===== src/rtl/uart_arb_pkg.sv =====
// Shared definitions for the uart_tx arbiter: FSM encoding, tag byte base
// and a ceiling-log2 helper used to size index and counter fields.
package uart_arb_pkg;

    typedef enum logic [1:0] {
        ARB  = 2'd0,
        XFER = 2'd1,
        HOLD = 2'd2,
        TAG  = 2'd3
    } arb_state_t;

    // ASCII '0'; the tag byte for requester i is TAG_BASE + i.
    localparam logic [7:0] TAG_BASE = 8'h30;

    // Ceiling log2, never below 1 so that single-bit fields stay legal.
    function automatic int clog2(input int value);
        int result;
        result = 1;
        for (int r = 1; r < 31; r++) begin
            if ((32'd1 << r) < value) begin
                result = r + 1;
            end
        end
        return result;
    endfunction

endpackage


===== src/rtl/rr_pick.sv =====
// Rotating-priority picker: returns the first set request bit scanning
// last_idx+1, last_idx+2, ... modulo N. Reusable by any shared-resource arbiter.
module rr_pick
    import uart_arb_pkg::*;
#(
    parameter int N  = 4,
    parameter int IW = clog2(N)
) (
    input  logic [N-1:0]  req,
    input  logic [IW-1:0] last_idx,
    output logic [IW-1:0] idx,
    output logic          any
);

    logic [IW-1:0] cand;

    // Walk from the lowest priority upwards so the highest-priority hit wins last.
    always_comb begin
        idx  = '0;
        any  = 1'b0;
        cand = '0;
        for (int k = N; k >= 1; k--) begin
            cand = IW'((int'(last_idx) + k) % N);
            if (req[cand]) begin
                idx = cand;
                any = 1'b1;
            end
        end
    end

endmodule


===== src/rtl/uart_tx_arbiter.sv =====
// Message-granular round-robin arbiter sharing one uart_tx between N
// byte-stream requesters. Grant is held until a byte flagged last, or until
// the owner leaves req_valid low for TIMEOUT cycles in XFER.
// Optional build macro UART_ARB_TAG_EN: each message is prefixed with the
// ASCII digit of the owner's index ('0' + idx).
//
// Handshake: a byte from requester i moves when req_valid[i] && req_ready[i]
// at a rising clk edge; req_data/req_last must hold while req_valid is high.
// req_ready is combinational and only high in XFER for the owner while
// uart_tx reports ready. tx_write is a one-cycle registered strobe.
module uart_tx_arbiter
    import uart_arb_pkg::*;
#(
    parameter int N       = 4,
    parameter int TIMEOUT = 65535
) (
    input  logic           clk,
    input  logic           reset,
    input  logic [N-1:0]   req_valid,
    input  logic [8*N-1:0] req_data,
    input  logic [N-1:0]   req_last,
    output logic [N-1:0]   req_ready,
    output logic [N-1:0]   grant,
    output logic           timeout,
    output logic [7:0]     tx_data,
    output logic           tx_write,
    input  logic           tx_ready,
    output logic [1:0]     fsm_state
);

    localparam int IW = clog2(N);
    localparam int CW = clog2(TIMEOUT + 1);
    localparam logic [IW-1:0] LAST_INIT = IW'(N - 1);
    localparam logic [CW-1:0] CNT_LIMIT = CW'(TIMEOUT - 1);

    arb_state_t    state, state_n;
    logic [N-1:0]  grant_n;
    logic [IW-1:0] last_idx, last_idx_n;
    logic [CW-1:0] cnt, cnt_n;
    logic [7:0]    tx_data_n;
    logic          tx_write_n, timeout_n;
    logic          last_reg, last_reg_n;

    logic [IW-1:0] pick_idx;
    logic          pick_any;
    logic          cur_valid, cur_last;
    logic [7:0]    cur_data;

    rr_pick #(.N(N), .IW(IW)) u_pick (
        .req      (req_valid),
        .last_idx (last_idx),
        .idx      (pick_idx),
        .any      (pick_any)
    );

    // While granted, last_idx names the owner, so it selects the owner's lane.
    assign cur_valid = req_valid[last_idx];
    assign cur_last  = req_last[last_idx];
    assign cur_data  = req_data[{last_idx, 3'b000} +: 8];

    // Reset is gated in so a byte offered during reset is never seen as taken.
    assign req_ready = (state == XFER && tx_ready && !reset) ? grant : '0;
    assign fsm_state = state;

    // Next-state and next-output logic for the arbitration FSM.
    always_comb begin
        state_n    = state;
        grant_n    = grant;
        last_idx_n = last_idx;
        cnt_n      = cnt;
        tx_data_n  = tx_data;
        tx_write_n = 1'b0;
        timeout_n  = 1'b0;
        last_reg_n = last_reg;
        case (state)
            ARB: begin
                if (pick_any) begin
                    grant_n    = {{(N-1){1'b0}}, 1'b1} << pick_idx;
                    last_idx_n = pick_idx;
                    cnt_n      = '0;
`ifdef UART_ARB_TAG_EN
                    state_n    = TAG;
`else
                    state_n    = XFER;
`endif
                end
            end
            XFER: begin
                if (cur_valid && tx_ready) begin
                    tx_data_n  = cur_data;
                    tx_write_n = 1'b1;
                    cnt_n      = '0;
                    last_reg_n = cur_last;
                    state_n    = HOLD;
                end else if (!cur_valid) begin
                    if (cnt == CNT_LIMIT) begin
                        timeout_n = 1'b1;
                        grant_n   = '0;
                        state_n   = ARB;
                    end else begin
                        cnt_n = cnt + CW'(1);
                    end
                end
            end
            HOLD: begin
                // uart_tx drops ready a cycle after write, so ready is not sampled here.
                if (last_reg) begin
                    grant_n = '0;
                    state_n = ARB;
                end else begin
                    state_n = XFER;
                end
            end
`ifdef UART_ARB_TAG_EN
            TAG: begin
                if (tx_ready) begin
                    tx_data_n  = TAG_BASE + {{(8-IW){1'b0}}, last_idx};
                    tx_write_n = 1'b1;
                    last_reg_n = 1'b0;
                    state_n    = HOLD;
                end
            end
`endif
            default: begin
                grant_n = '0;
                state_n = ARB;
            end
        endcase
    end

    // State and output registers with synchronous reset.
    always_ff @(posedge clk) begin
        if (reset) begin
            state    <= ARB;
            grant    <= '0;
            last_idx <= LAST_INIT;
            cnt      <= '0;
            tx_data  <= '0;
            tx_write <= 1'b0;
            timeout  <= 1'b0;
            last_reg <= 1'b0;
        end else begin
            state    <= state_n;
            grant    <= grant_n;
            last_idx <= last_idx_n;
            cnt      <= cnt_n;
            tx_data  <= tx_data_n;
            tx_write <= tx_write_n;
            timeout  <= timeout_n;
            last_reg <= last_reg_n;
        end
    end

endmodule


===== config.mk =====
export PLATFORM = sky130hd
export DESIGN_NAME = uart_tx_arbiter
export DESIGN_NICKNAME = d
export VERILOG_FILES = /design/src/rtl/uart_arb_pkg.sv /design/src/rtl/rr_pick.sv /design/src/rtl/uart_tx_arbiter.sv
export SDC_FILE = /design/constraint.sdc
export NUM_CORES = 1
export LEC_CHECK = 0
export ABC_CLOCK_PERIOD_IN_PS = 2810
export BUFFER_PORTS_ARGS = -buffer_cell sky130_fd_sc_hd__buf_2
export CORE_MARGIN = 1.5
export CORE_UTILIZATION = 50
export DETAILED_ROUTE_END_ITERATION = 12
export PLACE_DENSITY = 0.79
export SLEW_MARGIN = 5
export SYNTH_ARGS = -nofsm -noshare
export SYNTH_HDL_FRONTEND = slang
export SYNTH_SLANG_ARGS = --single-unit

===== constraint.sdc =====
create_clock -name clk -period 2.81 [get_ports clk]
set_clock_uncertainty 0.15 [all_clocks]
set_input_delay 0.281 -clock clk [delete_from_list [all_inputs] [get_ports clk]]
set_output_delay 0.281 -clock clk [all_outputs]
set_load 0.005 [all_outputs]

Word level (Yosys, flattened, before mapping)
Cells that the tools add are included.
Storage, ports and cells
  register bits after elaboration: 35
  bits of input ports: 43
  output and inout bits: 20
Cells by class
  bitwise gates (word level): 1
  add/subtract/negate cells: 5
  $lt $le $gt $ge: 5
  shift operators: 2
  equal/unequal tests: 11
  reduce and logical (&&, ||, !) cells: 13
  multiplexer cells: 40
Operators by type and width (count)
  $mux 16: 4
  $pmux 16 s2: 1
  $shiftx 32x6->8: 1
  $mux 4: 6
  $add 16x1->16 const B: 1
  $eq 16x16->1 const B: 1
  $mux 2: 8
  $lt 2x3->1 const B: 5
  $mux 1: 13
  $bmux 1 s2: 6
  $pmux 4 s3: 1
  $ne 2x2->1 const B: 4
  $pmux 2 s3: 1
  $reduce_and 5->1: 1
  $add 2x1->2 const B: 2
  $add 2x2->2 const B: 2
  $reduce_and 2->1: 2
  $reduce_and 4->1: 1
  $reduce_or 4->1: 1
  $shl 1x2->4 const A: 1
  $logic_and 1x1->1: 3
  $ne 3x1->1 const B: 1
  $ne 3x2->1 const B: 1
  $ne 3x3->1 const B: 1
  9 further kinds: 9

Depth between registers and ports, before layout
Gate-level depths: netlist of run 1.
  word-level depth: 10
  gate-level depth with buffers: 9
  mapped depth without buffers: 7

Hierarchy
From an unflattened synthesis of run 1, not the netlist that was laid out.
Unflattened totals
  cells, all modules: 233
  area, all modules: 2003.2 µm²
Modules (own cells, without submodules)
  uart_tx_arbiter: cells an instance 219, sequential area each 700.7 µm², instances 1, area an instance 1911.8 µm²
  rr_pick: cells an instance 14, sequential area each 0.0 µm², instances 1, area an instance 91.3 µm²

Worst setup path before layout of run 1
Ideal clock, no wire load.
  path kind: register -> register
  start: register last_idx[0]
  end: register cnt[11]
  buffers on the path: 1
  path slack: 0.543 ns
  cell stages (with the launch flop): 8
  arrival time: 2.046 ns
  period minus slack after synthesis: 2.267 ns
  cells stage by stage: dfxtp_1 -> mux4_2 -> nand2b_1 -> o31ai_1 -> a21o_1 -> buf_6 -> or4_1 -> a21oi_1
Between the ends
  word-level cells in the longest chain between the ends: 9
RTL lines
  from (decl): RTL line uart_tx_arbiter.sv:38  | logic [IW-1:0] last_idx, last_idx_n;
  from (signal assigned): RTL line uart_tx_arbiter.sv:145  | last_idx <= last_idx_n;
  $add 2x1->2: RTL line rr_pick.sv:23  | cand = IW'((int'(last_idx) + k) % N);
  $bmux 1 s2: RTL line rr_pick.sv:24  | if (req[cand]) begin
  $mux 1 (not written as such): RTL line rr_pick.sv:24
  $mux 1 (4 in series): RTL line rr_pick.sv:24
  $ne 2x2->1 (no line)
  $reduce_and 4->1 (no line)
  to (signal assigned): RTL line uart_tx_arbiter.sv:146  | cnt <= cnt_n;
  to (decl): RTL line uart_tx_arbiter.sv:39  | logic [CW-1:0] cnt, cnt_n;
Parallel ways exist; a longest one is shown, timed or not. The select of a mux whose other input is x is not followed.
A chain may end at the register's enable or synchronous reset.

Worst setup path in the final report of run 1
  start: register last_idx[0]
  end: register cnt[8]
Same word-level chain as after synthesis.

==> summary.md, run 1 <==
| Metric | Value |
|---|---|
| Synth top area cells | dfxtp_1 (37%), mux4_2 (12%), nand2_1 (7.2%) |
| Yosys warnings | 0 |
| Initial antenna violation count | 0 |
| Setup TNS | 0 ns |
| ANT nets after route | 0 |
| Die Width | 64.43 um |
| Reg2reg end | cnt[8]$_SDFFE_PP0P_ |
| Cell variety after synth | 41 |
| DRC errors left | 0 |
| WP data arrival | 2.58 ns |
| Number of global-route vias before repair | 1750 |
| Resized Gates After CTS | 0 |
| Flop2flop setup slack | between 0.2 and 0.3 ns |
| Cell Rows | 22 |
| Hold Vio Cnt, Final | 0 |
| Fmax achieved | 0.3978 GHz |
| Hold_sp | reset |
| Biggest register | cnt |
| Final RePlAce weighted congestion | about 0.75 |
| Layout cells sized above 1 | roughly 30% |
| N_diodes | 0 |
| Tot GR Track Use | approximately 22% |
| Die height | 64.43 um |
| Slew HR | 43.44% |
| Sequential share of the synthesized area | 37.14% |
| Startpoint Class | register |
| Post-Syn Nets | 259 |
| Post-Synthesis Cells | 214 |
| Worst Hold Path EP | tx_data[2]$_SDFFE_PP0P_ |
| Max FFs per register | 16 |
| Initial Util | 51.93% |
| # setup viols final | 0 |
| Total gr overflow | 0 |
| Fin util | 64.12% |
| Maximum vdd drop | around 0.37 mV |
| CTS Buffer Depth | 2 |
| IO Pins | 63 |
| Initial drt markers | 152 |
| Slew Viols, Final | 0 |
| Vias per std cell | 5.735 |
| Start of the worst register-to-register path | last_idx[0]$_SDFFE_PP1P_ |
| Crit path capture type | register |
| CTS tree | done |
| Clock-pin slew on the worst setup and hold paths | 0.07 ns |
| Drt total wl | 4271 um |
| HP Class | primary input to register |
| Hold Path Cell Cnt | 2 |
| Worst-path fanout max | 23 |
| Vias | 1881 |
| DRT Pass-1 Iters | 6 |
| Nets | 324 |
| Final period utilization | 89.46% |
| Clk sinks | 35 |
| Maxcap violations | 0 |
| Pre-CTS setup slack | between 0.2 and 0.3 ns |
| Power Density | 475.4 mW/mm^2 |
| Period minus WS final | 2.514 ns |
| Worst Path Required | 2.88 ns |
| Largest regs | cnt (16), tx_data (8), grant (4) |
| WL per Instance | between 10 and 15 um |
| Worst skew pair latency | 0.29 ns |
| Slew @ Worst Pin | around 0.84 ns |
| Outcome | completed |
| Post-synth ARST share | 0% |
| Final hold slack | 0.2535 ns |
| Post-synth top area cell | dfxtp_1 |
| RSZ-0062 raised after global routing | no |
| Core area | 0.003633 sq mm |
| DPL Wire Length | about 3200 um |
| Critical Setup Path Class | register to register |
| First-pass GRT wire length | 7376 um |
| LEAKAGE | 0.9639 nW |
| Post-CTS Hold Buffers | 0 |
| Count leader, synth | nand2_1 |
| Top cell type's share of synthesized area | ~37% |
| Area of the multi-input gates | 0.001136 sq mm |
| Largest net degree at the start of global routing | 24 |
| CTS Buf Count | 5 |
| Clk root buf | clkbuf_8 |
| Seq cells post-synth | 35 |
| Top cells by instance count after synthesis | nand2_1 (36), dfxtp_1 (35), a21oi_1 (24) |
| Sequential Area | about 700 sq um |
| H-tree Lvls | 2 |
| Synthesized area per cell | 8.817 sq um |
| Top_reg_cell synth | dfxtp_1 |
| Fillers | 350 |
| Synthesis-to-finish area growth | 23.47% |
| Final WS setup | 0.2962 ns |
| Port buffer count | between 60 and 70 |
| Post-CTS setup buffer count | 0 |
| Cell area after synthesis | 0.001887 sq mm |
| Worst Reg2Reg Path Length in Cells | 6 |
| DIE AREA | between 0.004 and 0.005 sq mm |
| EDFF count, synth | 0 |
-- metal layers --
layer,track usage [%],part of all wire [%]
met1,26.91,44
met2,39.19,49
met3,6.424,6.0
met4,6.649,1.3
met5,0,0
-- per-stage QoR --
stage / instance area (sq um) / power, W / std cells
after floorplan: 1887 / 0.0006982 / 214
after detailed placement: 2248 / 0.0007728 / 320
after global placement: 2248 / 0.0007680 / 320
after global routing: 2330 / 0.001176 / 328
after CTS: 2330 / 0.001117 / 328
final: 2330 / 0.001108 / 328
-- cells in the final DEF (no fill, tap or decap), drive strengths merged, types with 3 or more instances in the layout --
cell,count
a21o,3
a21oi,24
and2,7
buf,66
clkbuf,7
dfxtp,35
inv,3
mux4,10
nand2,36
nand2b,4
nand3,6
nand4,3
nor2,13
nor2b,4
nor3,5
o211ai,4
o21bai,3
o31ai,8
or4,11
-- worst max-delay path, stage by stage, from the launching register on --
cell      delay [ns]
dfxtp_1         0.35
mux4_2          0.60
nand2b_1        0.11
o31ai_1         0.10
a21o_1          0.41
or4_1           0.56
a21oi_1         0.15
-- layout make-up --
| cell class | count | share of cell area, % |
|---|---|---|
| clock buffers | 7 | 3.276 |
| well taps | 48 | 2.578 |
| repair buffers | 66 | 14.61 |
| flip-flops and latches | 35 | 30.08 |
| multi-input cells | 168 | 48.76 |
| inverters | 3 | 0.4834 |
| clock inverters | 1 | 0.2148 |
-- power breakdown --
group	internal (W)	total (W)	switching [W]
Clock	0.000174	0.000346	0.000172
Sequential	0.000517	0.000537	0.0000196
Combinational	0.000111	0.000225	0.000114
Total	0.000802	0.00111	0.000306
-- worst max-delay path by stage --
| stage | from | endpoint | slack (ns) |
|---|---|---|---|
| 2_1_floorplan | last_idx[0]$_SDFFE_PP1P_ | cnt[11]$_SDFFE_PP0P_ | 0.54 |
| 3_3_place_gp | req_valid[3] | cnt[15]$_SDFFE_PP0P_ | 0.35 |
| 3_5_place_dp | req_valid[3] | cnt[12]$_SDFFE_PP0P_ | 0.28 |
| 4_1_cts | last_idx[0]$_SDFFE_PP1P_ | cnt[12]$_SDFFE_PP0P_ | 0.30 |
| 5_1_grt | last_idx[0]$_SDFFE_PP1P_ | cnt[8]$_SDFFE_PP0P_ | 0.09 |
| 6_report | last_idx[0]$_SDFFE_PP1P_ | cnt[8]$_SDFFE_PP0P_ | 0.30 |
-- cell families after synthesis --
kind of cell / share of synthesized area (%)
xor gates and xnor gates: 0.9286
buffers and inverters: 2.652
DFF: 37.14
and+or+nand+nor: 25.66
muxes: 11.94
adders and majority gates: 1.326
AOI/OAI and AO/OA: 20.36
No activity file was read; power rests on OpenSTA's default activity.
==> run 2: changes to the inputs <==
CTS_BUF_LIST = sky130_fd_sc_hd__clkbuf_8   (was default)
==> summary.md, run 2 (synthesis gave the netlist of run 1 again) <==
| Metric | Value |
|---|---|
| Outcome | completed |
| Final period utilization | 89.28% (-0.18 points) |
| CP cell instances | mux4_2 > nand2b_1 > o31ai_1 > a21o_1 > or4_1 > a21oi_1 |
| DRC errors left | 0 (unchanged) |
| Critical Setup Path Class | register to register |
| Buf/Inv on CP | 0 (unchanged) |
| Overall Power | 0.001101 W (-0.54%) |
| Clock-pin slew on the worst setup and hold paths | 0.07 ns (about the same) |
| DP Area | 0.002248 sq mm (unchanged) |
| Fmax achieved | 0.3986 GHz (+0.20%) |
| Initial Util | 51.93% (unchanged) |
| Clk sinks | 35 (unchanged) |
| Final cell count without fillers | 328 (unchanged) |
| Startpoint Class | register |
| Fin area | 0.002330 sq mm (unchanged) |
| Nets | 324 (unchanged) |
| HP Class | primary input to register |
| Tot GR Track Use | 22.47% (unchanged) |
| Worst skew pair latency | 0.29 ns (about the same) |
| Number of global-route vias before repair | 1750 (unchanged) |
| Drt total wl | 4284 um (+0.30%) |
| ANT nets after route | 0 (unchanged) |
| Largest net degree at the start of global routing | 24 (unchanged) |
| Delay-heaviest family, CP | compound AO/OA/AOI/OAI gates |
| Total gr overflow | 0 (unchanged) |
| Hold Vio Cnt, Final | 0 (unchanged) |
| Die height | 64.43 um (unchanged) |
| Maximum vdd drop | 0.3662 mV (+0.16%) |
| Core area | 0.003633 sq mm (unchanged) |
| CTS Buf Count | 5 (unchanged) |
| Clk root buf | clkbuf_8 |
| Vias | 1876 (-0.27%) |
| Die Width | 64.43 um (unchanged) |
| # setup viols final | 0 (unchanged) |
| H-tree Lvls | 2 (unchanged) |
| WL per Instance | 13.06 um (+0.30%) |
| Biggest register | cnt |
| CTS tree | done |
| Vias per std cell | 5.720 (-0.27%) |
| Layout cells sized above 1 | 29.64% (unchanged) |
| Largest stage delay, worst path | 0.60 ns (about the same) |
| Inst Count DP | 320 (unchanged) |
| Most frequent cells in the layout | buf_2 (62), nand2_1 (36), dfxtp_1 (35) |
| Setup TNS | 0 ns (unchanged) |
| Post-CTS Hold Buffers | 0 (unchanged) |
| Slew Viols, Final | 0 (unchanged) |
| Maxcap violations | 0 (unchanged) |
| Post-CTS setup buffer count | 0 (unchanged) |
| Cell Rows | 22 (unchanged) |
| Largest regs | cnt (16), tx_data (8), grant (4) |
| Power Density | 472.8 mW/mm^2 (-0.54%) |
| Final RePlAce weighted congestion | 0.7489 (unchanged) |
| IO Pins | 63 (unchanged) |
| Slew HR | 43.42% (about the same) |
| RSZ-0062 raised after global routing | no |
| LEAKAGE | 0.9722 nW (+0.86%) |
| Crit path capture type | register |
| Slew @ Worst Pin | 0.8381 ns (+0.0003107 ns) |
| Synthesis-to-finish area growth | 23.47% (unchanged) |
| N_diodes | 0 (unchanged) |
| DRT Pass-1 Iters | 7 (+1) |
| Initial drt markers | 130 (-14%) |
| Initial antenna violation count | 0 (unchanged) |
| Most common cell after layout, fill and taps aside | buf_2 |
| Max FFs per register | 16 (unchanged) |
| Worst Path Required | 2.88 ns (about the same) |
| Final hold slack | 0.2540 ns (+0.0005500 ns) |
| Worst path slowest cell | mux4_2 |
| CTS Buffer Depth | 2 (unchanged) |
| DIE AREA | 0.004151 sq mm (unchanged) |
| DPL Wire Length | 3242 um (unchanged) |
| First-pass GRT wire length | 7376 um (unchanged) |
| WP data arrival | 2.58 ns (about the same) |
| Port buffer count | 62 (unchanged) |
| Period minus WS final | 2.509 ns (-0.005122 ns) |
| Worst-path fanout max | 23 (unchanged) |
| Resized Gates After CTS | 0 (unchanged) |
-- run 2: changes by cell type in the layout (fill, tap and decap cells not counted), sizes merged --
cell	previous run	this run
clkbuf	7	5
inv	3	5
-- run 2: where the power goes --
group,switching [W],internal (W)
Combinational,0.000115,0.000111
Clock,0.000173,0.000166
Sequential,0.0000197,0.000517
-- run 2: metal layers --
| metal | vias to the layer above | part of all wire [%] | GRT usage, % |
|---|---|---|---|
| met5 | - | 0 | 0 |
| met4 | 0 | 1.3 | 6.649 |
| met3 | 6 | 5.6 | 6.424 |
| met2 | 65 | 49 | 39.19 |
| met1 | 872 | 44 | 26.91 |
| li1 | 933 | - | - |
-- run 2: stage by stage --
| stage | setup WS, ns | util [%] |
|---|---|---|
| after floorplan | 0.5433 | - |
| after global placement | 0.3546 | 61.88 |
| after detailed placement | 0.2768 | 61.88 |
| after CTS | 0.2956 | 64.12 |
| after global routing | 0.09310 | 64.12 |
| final | 0.3013 | 64.12 |
-- run 2: final timing paths --
kind | start | end | slack (ns) | cells after the start
worst min-delay path | reset | tx_data[2]$_SDFFE_PP0P_ | 0.25 | 2
worst min register to register | tx_data[2]$_SDFFE_PP0P_ | tx_data[2]$_SDFFE_PP0P_ | 0.31 | 2
worst max register to register | last_idx[0]$_SDFFE_PP1P_ | cnt[12]$_SDFFE_PP0P_ | 0.30 | 6
worst max-delay path | last_idx[0]$_SDFFE_PP1P_ | cnt[12]$_SDFFE_PP0P_ | 0.30 | 6
-- run 2: layout make-up --
class | count | area, sq um
timing repair buffer | 66 | 340.3
sequential | 35 | 700.7
fill | 350 | 1304
clock inverter | 3 | 12.51
inverter | 3 | 11.26
clock buffer | 5 | 68.82
multi-input combinational | 168 | 1136
tap | 48 | 60.06
-- run 2: worst reg2reg max path: cells and delay by family (launching register included) --
kind	cells	cell delay, ns
AO/OA/AOI/OAI	3	0.68
AND/OR/NAND/NOR	2	0.67
multiplexers	1	0.60
flip-flops	1	0.35
